### src/rtl/imm_decode_stage.sv
// imm_decode_stage
// ----------------
// Immediate decoder sitting between instruction fetch and register read.
// Each instruction's immediate format is classified from its opcode, or
// forced by an external override code. The immediate is sign-extended to
// XLEN bits. The result is carried through a registered valid/ready stage
// that has a two-entry skid buffer.
//
// Parameters:
//   XLEN      datapath width, 32 or 64
//   RV64_OPS  with XLEN=64, also decode OP-IMM-32 / OP-32
//
// Ports:
//   clk              single clock, rising edge
//   reset            synchronous, active-high reset
//   in_valid         upstream instruction valid
//   in_ready         stage can accept an instruction this cycle
//   in_instr         raw 32-bit instruction word
//   src_override_en  use src_override instead of the opcode decode
//   src_override     forced format code
//   out_valid        output fields are valid
//   out_ready        consumer accepts this cycle
//   out_imm          sign-extended immediate (XLEN bits)
//   out_fmt          I=000 S=001 B=010 J=011 U=100 NONE=111
//   out_illegal      unknown opcode or illegal override code
//   out_instr        instruction passed through unchanged

module imm_decode_stage #(
  parameter int XLEN     = 32,
  parameter int RV64_OPS = 1
) (
  input  logic            clk,
  input  logic            reset,
  input  logic            in_valid,
  output logic            in_ready,
  input  logic [31:0]     in_instr,
  input  logic            src_override_en,
  input  logic [2:0]      src_override,
  output logic            out_valid,
  input  logic            out_ready,
  output logic [XLEN-1:0] out_imm,
  output logic [2:0]      out_fmt,
  output logic            out_illegal,
  output logic [31:0]     out_instr
);

  localparam logic [2:0] FMT_I    = 3'b000;
  localparam logic [2:0] FMT_S    = 3'b001;
  localparam logic [2:0] FMT_B    = 3'b010;
  localparam logic [2:0] FMT_J    = 3'b011;
  localparam logic [2:0] FMT_U    = 3'b100;
  localparam logic [2:0] FMT_NONE = 3'b111;

  localparam bit RV64_EN = (XLEN == 64) && (RV64_OPS != 0);

  // A stored entry is {instr, illegal, fmt, imm}.
  localparam int ENTRY_W = XLEN + 36;
  localparam logic [ENTRY_W-1:0] ENTRY_RESET = {32'd0, 1'b0, FMT_NONE, {XLEN{1'b0}}};

  typedef enum logic [1:0] {
    EMPTY,
    ONE,
    FULL
  } state_t;

  state_t               r_state;
  state_t               w_stateNext;
  logic                 r_inReady;
  logic [ENTRY_W-1:0]   r_mEntry;
  logic [ENTRY_W-1:0]   r_kEntry;

  logic [2:0]           w_fmt;
  logic                 w_illegal;
  logic [XLEN-1:0]      w_imm;
  logic [ENTRY_W-1:0]   w_newEntry;
  logic                 w_inFire;
  logic                 w_outFire;
  logic                 w_loadM;
  logic                 w_loadK;
  logic                 w_moveK;

  // Format classification. The opcode decide the format, unless the
  // override is enabled. Override codes 101 and 110 have no format, so they
  // are flagged illegal. Every other override code is trusted as given.
  always_comb begin
    w_fmt     = FMT_NONE;
    w_illegal = 1'b0;
    case (in_instr[6:0])
      7'b0010011,
      7'b0000011,
      7'b1100111,
      7'b1110011: w_fmt = FMT_I;
      7'b0100011: w_fmt = FMT_S;
      7'b1100011: w_fmt = FMT_B;
      7'b1101111: w_fmt = FMT_J;
      7'b0110111,
      7'b0010111: w_fmt = FMT_U;
      7'b0110011: w_fmt = FMT_NONE;
      7'b0011011: begin
        if (RV64_EN) begin
          w_fmt = FMT_I;
        end else begin
          w_illegal = 1'b1;
        end
      end
      7'b0111011: begin
        if (!RV64_EN) begin
          w_illegal = 1'b1;
        end
      end
      default: w_illegal = 1'b1;
    endcase
    if (src_override_en) begin
      if ((src_override == 3'b101) || (src_override == 3'b110)) begin
        w_fmt     = FMT_NONE;
        w_illegal = 1'b1;
      end else begin
        w_fmt     = src_override;
        w_illegal = 1'b0;
      end
    end
  end

  // Immediate assembly. Bit 31 of the instruction fills every upper bit.
  // For U, the upper bits are filled first, and then the low 32 bits are
  // overwritten. This keeps the XLEN=32 case free of a zero-width replication.
  always_comb begin
    w_imm = '0;
    case (w_fmt)
      FMT_I: w_imm = {{(XLEN-12){in_instr[31]}}, in_instr[31:20]};
      FMT_S: w_imm = {{(XLEN-12){in_instr[31]}}, in_instr[31:25], in_instr[11:7]};
      FMT_B: w_imm = {{(XLEN-12){in_instr[31]}}, in_instr[7], in_instr[30:25],
                      in_instr[11:8], 1'b0};
      FMT_J: w_imm = {{(XLEN-20){in_instr[31]}}, in_instr[19:12], in_instr[20],
                      in_instr[30:21], 1'b0};
      FMT_U: begin
        w_imm       = {XLEN{in_instr[31]}};
        w_imm[31:0] = {in_instr[31:12], 12'd0};
      end
      default: w_imm = '0;
    endcase
  end

  assign w_newEntry = {in_instr, w_illegal, w_fmt, w_imm};

  assign w_inFire  = in_valid & in_ready;
  assign w_outFire = out_valid & out_ready;

  // Skid-buffer control. M always holds the oldest instruction. K is used
  // only when M is still waiting and a new instruction arrives. No input is
  // accepted while FULL, so that case only ever has to drain K into M.
  always_comb begin
    w_stateNext = r_state;
    w_loadM     = 1'b0;
    w_loadK     = 1'b0;
    w_moveK     = 1'b0;
    case (r_state)
      EMPTY: begin
        if (w_inFire) begin
          w_stateNext = ONE;
          w_loadM     = 1'b1;
        end
      end
      ONE: begin
        if (w_inFire && w_outFire) begin
          w_loadM = 1'b1;
        end else if (w_inFire) begin
          w_stateNext = FULL;
          w_loadK     = 1'b1;
        end else if (w_outFire) begin
          w_stateNext = EMPTY;
        end
      end
      FULL: begin
        if (w_outFire) begin
          w_stateNext = ONE;
          w_moveK     = 1'b1;
        end
      end
      default: w_stateNext = EMPTY;
    endcase
  end

  // State and storage registers. r_inReady is precomputed from the next
  // state, so in_ready never depends combinationally on out_ready.
  always_ff @(posedge clk) begin
    if (reset) begin
      r_state   <= EMPTY;
      r_inReady <= 1'b1;
      r_mEntry  <= ENTRY_RESET;
      r_kEntry  <= '0;
    end else begin
      r_state   <= w_stateNext;
      r_inReady <= (w_stateNext != FULL);
      if (w_loadM) begin
        r_mEntry <= w_newEntry;
      end else if (w_moveK) begin
        r_mEntry <= r_kEntry;
      end
      if (w_loadK) begin
        r_kEntry <= w_newEntry;
      end
    end
  end

  // in_ready is masked during reset, so nothing is taken in a reset cycle.
  assign in_ready  = r_inReady & ~reset;
  assign out_valid = (r_state != EMPTY);
  assign {out_instr, out_illegal, out_fmt, out_imm} = r_mEntry;

endmodule

### config.mk
export PLATFORM = sky130hd
export DESIGN_NAME = imm_decode_stage
export DESIGN_NICKNAME = d
export VERILOG_FILES = /design/src/rtl/imm_decode_stage.sv
export SDC_FILE = /design/constraint.sdc
export NUM_CORES = 1
export LEC_CHECK = 0
export ABC_CLOCK_PERIOD_IN_PS = 3700
export BUFFER_PORTS_ARGS = -buffer_cell sky130_fd_sc_hd__buf_2
export CORE_ASPECT_RATIO = 0.8
export CORE_MARGIN = 4
export CORE_UTILIZATION = 50
export CTS_CLUSTER_SIZE = 10
export DETAILED_ROUTE_END_ITERATION = 6
export GPL_ROUTABILITY_DRIVEN = 0
export PLACE_DENSITY = 0.74
export SYNTH_ARGS = -nofsm -noshare
export SYNTH_HDL_FRONTEND = slang
export SYNTH_SLANG_ARGS = --single-unit
### constraint.sdc
create_clock -name clk -period 3.7 [get_ports clk]
set_input_delay 0.185 -clock clk [delete_from_list [all_inputs] [get_ports clk]]
set_output_delay 0.185 -clock clk [all_outputs]
set_load 0.1 [all_outputs]
After elaboration in Yosys (flattened, before gate mapping)
Cells that the tools add are included.
{ "totals": {"regBits": 139, "latch_bits": 0, "ram_bits": 0, "romBits": 0, "inputBits": 40, "output_inout_bits": 70, "wordCells": 58, "n_memories": 0} }
{ "classes": {"n_addsub": 0, "mul": 0, "div_mod_pow": 0, "magnitude_cmp": 0, "eq_ne": 19, "n_shift": 0, "muxes": 22, "bitwise": 4, "n_reduce_logical": 9} }
{ "ops": {"columns": ["op", "n"], "rows": [
  ["case mux 32 bit (5 select lines)", 1],
  ["2-to-1 mux 68 bit", 2],
  ["equality test 7 bit, second input constant", 4],
  ["equality test 7 x 6 -> 1 bit, second input constant", 3],
  ["case mux 3 bit (5 select lines)", 1],
  ["equality test 7 x 5 -> 1 bit, second input constant", 2],
  ["2-to-1 mux 2 bit", 5],
  ["OR reduction 10 bit", 1],
  ["equality test 3 bit, second input constant", 3],
  ["2-to-1 mux 1 bit", 9],
  ["equality test 7 x 2 -> 1 bit, second input constant", 1],
  ["equality test 3 x 2 -> 1 bit, second input constant", 2],
  ["2-to-1 mux 3 bit", 2],
  ["case mux 2 bit (3 select lines)", 1],
  ["nonzero test 2 bit", 2],
  ["OR reduction 4 bit", 1],
  ["bitwise AND 1 bit", 3],
  ["equality test 3 x 1 -> 1 bit, second input constant", 1],
  ["logical NOT 3 bit", 1],
  ["equality test 2 x 1 -> 1 bit, second input constant", 1],
  ["equality test 2 bit, second input constant", 1],
  ["logical NOT 2 bit", 1],
  ["inequality test 2 bit, second input constant", 1],
  ["case mux 1 bit (2 select lines)", 1],
  ["other kinds (4)", 4]
]} }

Logic depth before layout (Yosys ltp)
Gate-level depths: netlist of the first run.
{ "depth": {"word_depth": 7, "mapped_depth": 10, "depth_no_buf": 6} }

Worst setup path before layout of the first run
No wires, ideal clock.
{ "synth_timing": {"path_type": "input to output", "start": "input port reset", "end": "output port in_ready", "arrival_time_ns": 2.073, "t_required_ns": 3.515, "setup_slack_ns": 1.442, "stages": 4, "path_buffers": 3, "path_cell_list": "buf_2 -> clkbuf_1 -> clkbuf_1 -> nor2b_1"} }
{ "synth_via": {"elab_chain_cells": 2} }
{ "synth_lines": {"columns": ["item", "line_no", "rtl"], "rows": [
  ["from (decl)", "33", "input logic reset,"],
  ["NOT 1 bit", "207", "assign in_ready = r_inReady & ~reset;"],
  ["bitwise AND 1 bit", "207", null],
  ["to (decl)", "35", "output logic in_ready,"]
]} }
No other way between the ends.

Worst setup path in the final report of the first run
{ "layout_timing": {"start": "register r_inReady", "end": "register r_mEntry[20]"} }
{ "layout_via": {"elab_chain_cells": 6, "elab_cells_between_ends": 8, "classes_between": "mux: 4; bitwise: 2; reduce/logical: 2"} }
{ "layout_lines": {"columns": ["item", "line_no", "rtl"], "rows": [
  ["from (decl)", "68", "logic r_inReady;"],
  ["from (signal assigned)", "194", "r_inReady <= (w_stateNext != FULL);"],
  ["bitwise AND 1 bit (*)", "207", null],
  ["bitwise AND 1 bit (*)", "146", "assign w_inFire = in_valid & in_ready;"],
  ["logical AND 1 bit", "165", "if (w_inFire && w_outFire) begin"],
  ["2-to-1 mux 1 bit", "165", null],
  ["case mux 1 bit (2 select lines) (*)", "157", "case (r_state)"],
  ["2-to-1 mux 68 bit or nonzero test 2 bit (tied branches)", null, null],
  ["to (signal assigned)", "196", "r_mEntry <= w_newEntry;"],
  ["to (signal assigned)", "198", "r_mEntry <= r_kEntry;"],
  ["to (decl)", "69", "logic [ENTRY_W-1:0] r_mEntry;"]
]} }
Mark *: on every way between the ends. The rest lies on a longest branch, timed or not.
A chain may end at the register's enable or synchronous reset.

==> results.txt, run 1 <==
----------------------------------------------------
[Floorplanning]
  Number of placement rows ... 36
  Starting density of the core ... 0.519
  Area inside the core boundary ... 12400 µm²
  Overall die area ... 14800 µm²
  Die width ... 135 µm
  Count of pins on the block boundary ... 110
  Die height ... 109 µm

[Clock network]
  Count of instances resized after the clock tree is built ... 0
  Clock Sinks ... 139
  CTS H-tree depth ... 4
  Total of hold buffers inserted after clock tree synthesis ... 0
  CTS tree ... built
  Clock insertion delay at the later pin of the skew report ... 410 ps
  Longest Clk Path Bufs ... 2
  Number of buffers inserted during clock tree synthesis ... 17
  Number of setup buffers added after CTS ... 0
  Clk slew on worst S/H paths ... 60 ps
  CTS Root Buffer Type ... clkbuf_16

[Critical path]
  Critical path capture point type ... register
  Worst Path Max Fanout ... 31
  Cell depth of the worst flop-to-flop path ... 6
  Worst path arrival time ... 2900 ps
  Worst Path Class, Setup ... reg2reg
  Crit path required time ... 4030 ps
  Category of the worst setup path launch point ... register

[Yosys]
  Synthesized instance count ... 784
  Count of warnings emitted by yosys ... 0
  Synth Net Count ... 824
  Synth top cells by count ... 208 x nand2_1, 139 x dfxtp_1, 67 x a21oi_1
  EDFF count, synth ... 0
  Async set-reset flop share out of synthesis ... 0
  Dominant cells by area after synthesis ... dfxtp_1 43%, nand2_1 12%, a21oi_1 5.2%, a311oi_1 4.5%, nor2_1 3.1%
  Proportion of netlist area held by the largest area contributor ... 0.432
  Library cell with the largest summed area after synthesis ... dfxtp_1
  Per-instance average area after synthesis ... 8.21 µm²
  Dominant synthesized flop cell ... dfxtp_1
  Cell with the most instances after synthesis ... nand2_1
  Syn Std Cell Area ... 6430 µm²
  Register area share after synthesis ... 0.432
  Yosys reg bits ... 139
  Distinct cell type count of the synthesized netlist ... 61

[GRT]
  First-pass GRT wire length ... 29400 µm
  Total Routing Usage GR ... 0.249
  Overflow left after global routing ... 0
  Number of global-route vias before repair ... 5842
  Largest net degree at the start of global routing ... 77
  Number of antenna violations at the first check in global routing ... 1

[Pwr]
  Power per unit of standard cell area ... 528 nW/µm²
  Power Total ... 3.99 mW
  Peak VDD IR ... 0.364 mV
  Standby leakage power ... 2.96 nW

[Timing]
  Setup TNS after final layout ... 0 ps
  Minimum hold slack ... 37.4 ps
  Final Setup Violations ... 0
  Transition time at the pin with the least slew margin ... 1320 ps
  Relative slew slack ... 0.119
  Layout Skew ... 8.42 ps
  Maximum achievable frequency ... 388 MHz
  Unrepaired setup endpoints after global routing ... no
  Final Max Slew Viols ... 0
  Final hold violations ... 0
  Final worst-path cycle share ... 0.696
  Worst Slack Setup Final ... 1120 ps
  Fin crit period ... 2580 ps

[Route]
  Initial detailed-routing violation count ... 512
  Remaining DRCs ... 0
  Average routed wire per standard cell ... 17.5 µm
  Remaining antenna violation count after routing ... 0
  Per-cell via count in the routed design ... 5.88
  Total vias in the final route ... 6124
  Drt pass-1 iters ... 5
  Wirelength, routed ... 18200 µm

[Placed design]
  Worst setup timing slack at the placement stage ... 1080 ps
  Port-buffer cells ... 109
  DP Cell Count ... 1010
  Placed cell area ... 6990 µm²
  Detailed Place HPWL ... 12000 µm

[Min path]
  Worst Hold Depth ... 3
  Worst Hold Class ... in2reg

[Final layout]
  Share of the core filled with cells ... 0.610
  Antenna diode count ... 0
  Post-layout net count ... 898
  Number of standard cells in the layout, taps in and fillers out ... 1042
  Layout cells sized above 1 ... 0.264
  Post-route standard cell area excluding fillers ... 7560 µm²
  Layout Area Growth over Synthesis ... 17.4%

[Status]
  Outcome ... completed

[Flow run]
  Number of violations of the max-capacitance limit ... 0

----------------------------------------------------
## routing by layer
layer	share of wire	vias to the layer above	routed length [µm]	global-route usage
met1	0.47	2957	8540	0.341
met5	0.00038	-	7	0
met3	0.076	19	1380	0.0659
met4	0.0099	2	181	0.0632
li1	-	2905	-	-
met2	0.44	241	8100	0.393
## area by class of cell
| type | instances | area, µm² |
|---|---|---|
| Clock buffer | 20 | 447 |
| Clock inverter | 12 | 124 |
| Fill cell | 1097 | 4830 |
| Inverter | 14 | 52.6 |
| Multi-Input combinational cell | 567 | 3310 |
| Sequential cell | 139 | 2780 |
| Tap cell | 171 | 214 |
| Timing Repair Buffer | 119 | 623 |
## worst max-delay path: stages (launching register included)
cell and delay, ps:
dfxtp_1 320, nand2_1 160, nor3_1 280, nand2_2 410
nor4_4 960, a221oi_1 170, a21oi_1 190
## final timing paths
path | to | from | slack (ps)
hold / removal | r_kEntry[52] | in_instr[16] | 40
setup reg to reg | r_mEntry[20] | r_inReady | 1120
hold reg to reg | r_mEntry[64] | r_mEntry[64] | 450
setup / recovery | r_mEntry[20] | r_inReady | 1120
## power by group
part | internal (mW) | switching, mW
logic | 0.146 | 0.604
clock network | 1.00 | 0.637
registers | 1.56 | 0.0392
## state kept, by name, indices dropped and copies added, names as in the netlist
name	flops
r_inReady	1
r_state	2
r_kEntry	68
r_mEntry	68
## placed cells by master, fill, tap and decap left out, drive strengths merged, types with 2 or more instances in the layout
cell      instances
a2111o            2
a21oi            84
a221oi           12
a22oi             7
a311oi           33
a31o              9
a31oi             3
a32o              3
a41oi             2
and3             12
buf             119
bufinv            2
clkbuf           20
clkinv            6
clkinvlp          4
dfxtp           139
inv              14
mux2i             2
nand2           209
nand2b            6
nand3            17
nand3b            4
nand4             8
nor2             53
nor2b             5
nor3             13
nor4              4
o211ai            8
o21ai             6
o21bai           12
o22ai            20
or2              18
or3               2
## cells by family after synthesis
group	Yosys count	synth area share
AND/OR/NAND/NOR	354	0.258
XOR/XNOR	1	0.00136
AO/OA/AOI/OAI	210	0.250
multiplexers	2	0.00311
buffers and inverters	78	0.0552
flip-flops	139	0.432
(Power assumes the default switching activity.)
==> inputs of run 2 (changes only) <==
--- a/config.mk
+++ b/config.mk
@@ -5,7 +5,8 @@
 export SDC_FILE = /design/constraint.sdc
 export NUM_CORES = 1
 export LEC_CHECK = 0
-export ABC_CLOCK_PERIOD_IN_PS = 3700
+export ABC_AREA = 1
+export ABC_CLOCK_PERIOD_IN_PS = 2350
 export BUFFER_PORTS_ARGS = -buffer_cell sky130_fd_sc_hd__buf_2
 export CORE_ASPECT_RATIO = 0.8
 export CORE_MARGIN = 4
@@ -13,7 +14,7 @@
 export CTS_CLUSTER_SIZE = 10
 export DETAILED_ROUTE_END_ITERATION = 6
 export GPL_ROUTABILITY_DRIVEN = 0
-export PLACE_DENSITY = 0.74
+export PLACE_DENSITY = 0.78
 export SYNTH_ARGS = -nofsm -noshare
 export SYNTH_HDL_FRONTEND = slang
 export SYNTH_SLANG_ARGS = --single-unit
==> constraint.sdc (replaced) <==
create_clock -name clk -period 2.35 [get_ports clk]
set_input_delay 0.1175 -clock clk [delete_from_list [all_inputs] [get_ports clk]]
set_output_delay 0.1175 -clock clk [all_outputs]
set_load 0.1 [all_outputs]
==> run 2 against run 1 <==
Net effect:
- synthesized cell count up 9.3%
- clock power rose by 88%
- critical path depth grew 10
- largest cell class unchanged
- sequential share of layout area is 0.055 points higher
- cell count up 7.2%
- first-iteration DRC count up 7.8%
- non-clock buffer count up 18
- sequential power increased by 56%
- setup slack got worse by 920 ps
- combinational power grew 36%
- critical endpoint is now r_kEntry[13]
- clock skew fell by 3.4 ps
- count of clock-buffer cells in the layout down 2
==> results.txt, run 2 <==
----------------------------------------------------
[Status]
  Outcome ... completed

[Floorplanning]
  Count of pins on the block boundary ... 110
  Area inside the core boundary ... 11700 µm²
  Die width ... 132 µm
  Starting density of the core ... 0.522
  Overall die area ... 14100 µm²
  Die height ... 107 µm
  Number of placement rows ... 35

[Yosys]
  Synth top cells by count ... 229 x nand2_1, 139 x dfxtp_1, 85 x nor2_1
  Synthesized instance count ... 857
  EDFF count, synth ... 0
  Distinct cell type count of the synthesized netlist ... 31
  Cell with the most instances after synthesis ... nand2_1
  Dominant cells by area after synthesis ... dfxtp_1 45%, nand2_1 14%, nor2_1 5.2%, o21ai_0 4.5%, nand3_1 4.3%
  Library cell with the largest summed area after synthesis ... dfxtp_1
  Dominant synthesized flop cell ... dfxtp_1
  Synth Net Count ... 897
  Yosys reg bits ... 139
  Per-instance average area after synthesis ... 7.15 µm²
  Proportion of netlist area held by the largest area contributor ... 0.454
  Register area share after synthesis ... 0.454
  Async set-reset flop share out of synthesis ... 0
  Syn Std Cell Area ... 6120 µm²
  Count of warnings emitted by yosys ... 0

[Route]
  Total vias in the final route ... 6185
  Drt pass-1 iters ... 5
  Average routed wire per standard cell ... 15.5 µm
  Remaining DRCs ... 0
  Initial detailed-routing violation count ... 552
  Per-cell via count in the routed design ... 5.54
  Wirelength, routed ... 17300 µm
  Remaining antenna violation count after routing ... 0

[Clock network]
  CTS tree ... built
  Clock Sinks ... 139
  Longest Clk Path Bufs ... 2
  Clk slew on worst S/H paths ... 60 ps
  CTS Root Buffer Type ... clkbuf_16
  CTS H-tree depth ... 4
  Number of buffers inserted during clock tree synthesis ... 17
  Clock insertion delay at the later pin of the skew report ... 420 ps

[Pwr]
  Power per unit of standard cell area ... 875 nW/µm²
  Standby leakage power ... 3.53 nW
  Peak VDD IR ... 0.591 mV

[Flow run]
  Number of violations of the max-capacitance limit ... 0

[Final layout]
  Share of the core filled with cells ... 0.643
  Post-route standard cell area excluding fillers ... 7550 µm²
  Layout Area Growth over Synthesis ... 23.2%
  Biggest regs ... r_kEntry (68), r_mEntry (68), r_state (2)
  Post-layout net count ... 997
  Commonest non-fill, non-tap cell in the layout ... nand2_1
  Layout cells sized above 1 ... 0.183
  Commonest non-fill, non-tap cells in the layout ... 228 x nand2_1, 139 x dfxtp_1, 109 x buf_2
  Antenna diode count ... 0
  Number of standard cells in the layout, taps in and fillers out ... 1117

[Placed design]
  Detailed Place HPWL ... 10800 µm
  Placed cell area ... 6690 µm²
  DP Cell Count ... 1069
  Port-buffer cells ... 109

[GRT]
  Number of antenna violations at the first check in global routing ... 0
  Overflow left after global routing ... 0
  Total Routing Usage GR ... 0.243
  Largest net degree at the start of global routing ... 72
  Number of global-route vias before repair ... 5473
  First-pass GRT wire length ... 27800 µm

[Timing]
  Final worst-path cycle share ... 0.912
  Final Setup Violations ... 0
  Final hold violations ... 0
  Relative slew slack ... 0.540
  Minimum hold slack ... 8.28 ps
  Unrepaired setup endpoints after global routing ... no
  Setup TNS after final layout ... 0 ps
  Fin crit period ... 2140 ps
  Layout Skew ... 5.02 ps
  Transition time at the pin with the least slew margin ... 689 ps
  Final Max Slew Viols ... 0
  Maximum achievable frequency ... 467 MHz

[Min path]
  Origin of the worst min-delay path ... in_instr[14]
  Worst Hold Class ... in2reg

[Critical path]
  Start point of the critical path ... in_instr[0]
  Critical path capture point type ... register
  Master of the slowest instance on the critical path ... dlygate4sd3_1
  Worst path buffer plus inverter count ... 5
  Series of cell instances along the critical path ... dlygate4sd3_1 > buf_2 > nand2_1 > inv_2 > nand2_1 > inv_2 > nand2_1 > nand2_2 > nor2_4 > o21bai_2 > nand2_2 > inv_1 > nand2_2 > nand3_1 > nor2_1 > nor2_1
  Crit path required time ... 2660 ps
  Worst Path Class, Setup ... in2reg
  Delay of the slowest cell on the worst path ... 560 ps
  Family with the most delay on the worst path ... simple AND/OR/NAND/NOR gates
  Category of the worst setup path launch point ... input pin
  Worst Path Max Fanout ... 12
  Worst path arrival time ... 2450 ps
  Worst flop-to-flop path startpoint ... r_state[0]

----------------------------------------------------
==> run 2: cell count changes after synthesis, sizes merged, moves of 13 or more <==
cell / before / now
inv: 14 / 72
nand2: 209 / 233
nand3: 17 / 53
nor2: 53 / 92
or2: 18 / 1
nand4: 8 / 21
a21oi: 84 / 41
a31oi: 3 / 32
o22ai: 20 / 3
o21ai: 6 / 65
a311oi: 33 / 0
==> run 2: cell type report <==
cell class	instances	area, µm²
well taps	148	185
flip-flops and latches	139	2780
clock buffers	18	429
repair buffers	137	803
clock inverters	13	246
inverters	73	274
multi-input cells	589	2830
fillers	1012	4190
==> run 2: path summary, 6_finish.rpt <==
| check | end | slack (ps) | cells past startpoint |
|---|---|---|---|
| max | r_kEntry[13] | 210 | 16 |
| min | r_kEntry[50] | 8 | 3 |
| max reg2reg | r_kEntry[7] | 230 | 8 |
| min reg2reg | r_kEntry[61] | 460 | 2 |
==> run 2: per-stage QoR <==
stage / setup slack [ps] / power, mW
2_1_floorplan: 120 / 3.31
3_3_place_gp: 339 / 3.52
3_5_place_dp: 276 / 3.53
4_1_cts: 218 / 6.61
5_1_grt: 6.88 / 6.80
6_report: 207 / 6.60
==> run 2: cell families after synthesis <==
group                  after synthesis  synth area share
and+or+nand+nor                    404             0.279
buffers and inverters              130            0.0889
AOI/OAI and AO/OA                  184             0.178
DFF                                139             0.454
==> run 2: tightest hold or removal path: cells and delay by family <==
family,cells,cell delay (ps)
buffers and inverters,1,140
AND/OR/NAND/NOR,2,140
==> run 2: power by group <==
part	total [mW]	switching, mW	internal (mW)
sequential	2.50	0.0471	2.45
combinational	1.02	0.808	0.215
clock	3.08	0.996	2.08
total	6.60	1.85	4.75
==> run 2: metal layers <==
layer	global-route usage	share of wire	up-vias
li1	-	-	3021
met1	0.343	0.46	2813
met2	0.372	0.43	313
met4	0.0765	0.019	0
met5	0	0	-
met3	0.0521	0.088	38
==> run 2: repair_timing <==
item,4_1_cts,5_1_grt
hold buffers,14,0
endpoints found under the hold margin,18,0
buffers inserted,0,2
endpoints found under the setup margin,0,10
gates resized for setup,0,3
==> inputs of run 3 (changes only) <==
--- a/config.mk
+++ b/config.mk
@@ -6,7 +6,7 @@
 export NUM_CORES = 1
 export LEC_CHECK = 0
 export ABC_AREA = 1
-export ABC_CLOCK_PERIOD_IN_PS = 2350
+export ABC_CLOCK_PERIOD_IN_PS = 2300
 export BUFFER_PORTS_ARGS = -buffer_cell sky130_fd_sc_hd__buf_2
 export CORE_ASPECT_RATIO = 0.8
 export CORE_MARGIN = 4
@@ -14,7 +14,8 @@
 export CTS_CLUSTER_SIZE = 10
 export DETAILED_ROUTE_END_ITERATION = 6
 export GPL_ROUTABILITY_DRIVEN = 0
-export PLACE_DENSITY = 0.78
+export PLACE_DENSITY = 0.75
+export RECOVER_POWER = 50
 export SYNTH_ARGS = -nofsm -noshare
 export SYNTH_HDL_FRONTEND = slang
 export SYNTH_SLANG_ARGS = --single-unit
==> constraint.sdc (replaced) <==
create_clock -name clk -period 2.3 [get_ports clk]
set_input_delay 0.115 -clock clk [delete_from_list [all_inputs] [get_ports clk]]
set_output_delay 0.115 -clock clk [all_outputs]
set_load 0.1 [all_outputs]
==> run 3 against run 2 <==
Net effect:
- clock skew grew 1.0 ps
- worst hold slack better by 0.77 ps
- sequential cell count stayed put
- register-to-register slack better by 20 ps
- cell count down 0.18%
- non-clock buffer count shrank 2
- cell area down 3.0%
- first-iteration DRC count is 36% higher
- critical path type unchanged
- largest cell class unchanged
==> results.txt, run 3 (synthesized netlist as in run 2, its figures left out) <==
----------------------------------------------------
[Status]
  Outcome ... completed

[Timing]
  Unrepaired setup endpoints after global routing ... no
  Maximum achievable frequency ... 473 MHz
  Final worst-path cycle share ... 0.919
  Transition time at the pin with the least slew margin ... 1230 ps
  Setup TNS after final layout ... 0 ps
  Final Setup Violations ... 0
  Final Max Slew Viols ... 0
  Fin crit period ... 2110 ps
  Relative slew slack ... 0.183
  Final hold violations ... 0
  Layout Skew ... 6.04 ps

[Pwr]
  Proportion of power drawn by the clock network ... 0.423
  Combinational share of power ... 0.164
  Standby leakage power ... 3.16 nW
  Internal power of the cells ... 4.24 mW
  Total net switching power ... 1.94 mW
  Peak VDD IR ... 0.531 mV
  Power per unit of standard cell area ... 845 nW/µm²
  Switching Fraction ... 0.314
  Power Total ... 6.18 mW
  Seq pwr share ... 0.413

[Critical path]
  Worst Path Max Fanout ... 25
  Crit path required time ... 2610 ps
  Worst path buffer plus inverter count ... 4
  Worst path arrival time ... 2420 ps
  Series of cell instances along the critical path ... dlygate4sd3_1 > buf_2 > nand2_1 > inv_2 > nand2_1 > inv_2 > nand2_1 > nand3_1 > o21bai_4 > nor2_4 > nand3_1 > nand3_1 > nor2_1 > nor2_1
  Master of the slowest instance on the critical path ... dlygate4sd3_1
  Category of the worst setup path launch point ... input pin
  Family with the most delay on the worst path ... simple AND/OR/NAND/NOR gates
  Critical path capture point type ... register
  Stages on worst setup path ... 14
  Cell depth of the worst flop-to-flop path ... 9
  Delay of the slowest cell on the worst path ... 550 ps
  Worst Path Class, Setup ... in2reg

[Route]
  Initial detailed-routing violation count ... 749
  Total vias in the final route ... 6072
  Wirelength, routed ... 16900 µm
  Average routed wire per standard cell ... 15.2 µm
  Remaining antenna violation count after routing ... 0
  Remaining DRCs ... 0
  Drt pass-1 iters ... 6
  Per-cell via count in the routed design ... 5.45

[GRT]
  Largest net degree at the start of global routing ... 72
  Total Routing Usage GR ... 0.237
  Overflow left after global routing ... 0
  First-pass GRT wire length ... 27100 µm
  Number of antenna violations at the first check in global routing ... 0
  Number of global-route vias before repair ... 5336

[Clock network]
  CTS tree ... built
  CTS Root Buffer Type ... clkbuf_16
  Number of buffers inserted during clock tree synthesis ... 17
  Clk slew on worst S/H paths ... 60 ps
  Clock insertion delay at the later pin of the skew report ... 420 ps
  Longest Clk Path Bufs ... 2
  Clock Sinks ... 139
  CTS H-tree depth ... 4

[Final layout]
  Antenna diode count ... 0
  Biggest regs ... r_kEntry (68), r_mEntry (68), r_state (2)
  Footprint of the flip-flops and latches ... 2780 µm²
  Commonest non-fill, non-tap cells in the layout ... 229 x nand2_1, 139 x dfxtp_1, 85 x nor2_1
  Post-layout net count ... 994
  Filler cell count in the final layout ... 1091
  Layout Area Growth over Synthesis ... 19.5%
  Layout cells sized above 1 ... 0.111
  Area of the multi-input gates ... 2800 µm²
  Commonest non-fill, non-tap cell in the layout ... nand2_1
  Post-route standard cell area excluding fillers ... 7320 µm²

[Placed design]
  Placed cell area ... 6730 µm²
  Detailed Place HPWL ... 10900 µm
  Port-buffer cells ... 109

[Floorplanning]
  Starting density of the core ... 0.522
  Area inside the core boundary ... 11700 µm²
  Count of pins on the block boundary ... 110
  Die height ... 107 µm
  Die width ... 132 µm
  Number of placement rows ... 35
  Overall die area ... 14100 µm²

[Flow run]
  Number of violations of the max-capacitance limit ... 0

[Min path]
  Worst Hold Class ... in2reg
  Worst Hold Depth ... 3

----------------------------------------------------
-- run 3: per-layer routing --
layer	GRT usage	share of wire	vias to the layer above
met4	0.0675	0.015	0
met2	0.346	0.42	240
met1	0.344	0.49	2795
li1	-	-	3016
met3	0.0647	0.079	21
met5	0	0	-
-- run 3: stage by stage --
stage	utilization	cells	hold WS [ps]	setup WS, ps
after floorplan	-	857	247	70.1
after global placement	0.573	1072	375	418
after detailed placement	0.573	1072	379	390
after CTS	0.631	1115	2.17	240
after global routing	0.623	1115	3.67	25.3
final	0.623	1115	9.05	186
-- run 3: cell type report --
type / instances / area share
well taps: 148 / 0.0253
inverters: 73 / 0.0374
multi-input cells: 588 / 0.383
flip-flops and latches: 139 / 0.380
repair buffers: 135 / 0.0961
clock inverters: 13 / 0.0162
clock buffers: 19 / 0.0619
-- run 3: timing repair --
item | 4_1_cts | 5_1_grt
setup endpoints to repair | 0 | 12
hold buffers | 11 | 0
endpoints found under the hold margin | 16 | 0
buffers inserted | 0 | 0
resized for setup | 0 | 1
-- run 3: final timing paths --
| path | from | end | slack [ps] |
|---|---|---|---|
| worst max-delay path | in_instr[1] | r_kEntry[13] | 190 |
| worst min-delay path | in_instr[28] | r_mEntry[8] | 9 |
| worst max register to register | r_state[0] | r_state[1] | 250 |
| worst min register to register | r_kEntry[66] | r_kEntry[66] | 460 |
-- run 3: power groups by stage --
stage                     registers (mW)  logic [mW]  clock network [mW]
final                               2.55        1.02                2.61
after global placement              2.60        1.00                   0
after CTS                           2.55        1.03                2.63
after detailed placement            2.60        1.01                   0
after floorplan                     3.01       0.373                   0
after global routing                2.56        1.08                2.73
-- run 3: worst register-to-register path: cells and delay by family, from the launching register on --
kind,cells,cell delay [ps]
AOI/OAI and AO/OA,1,140
buffers and inverters,3,860
DFF,1,410
and+or+nand+nor,5,530
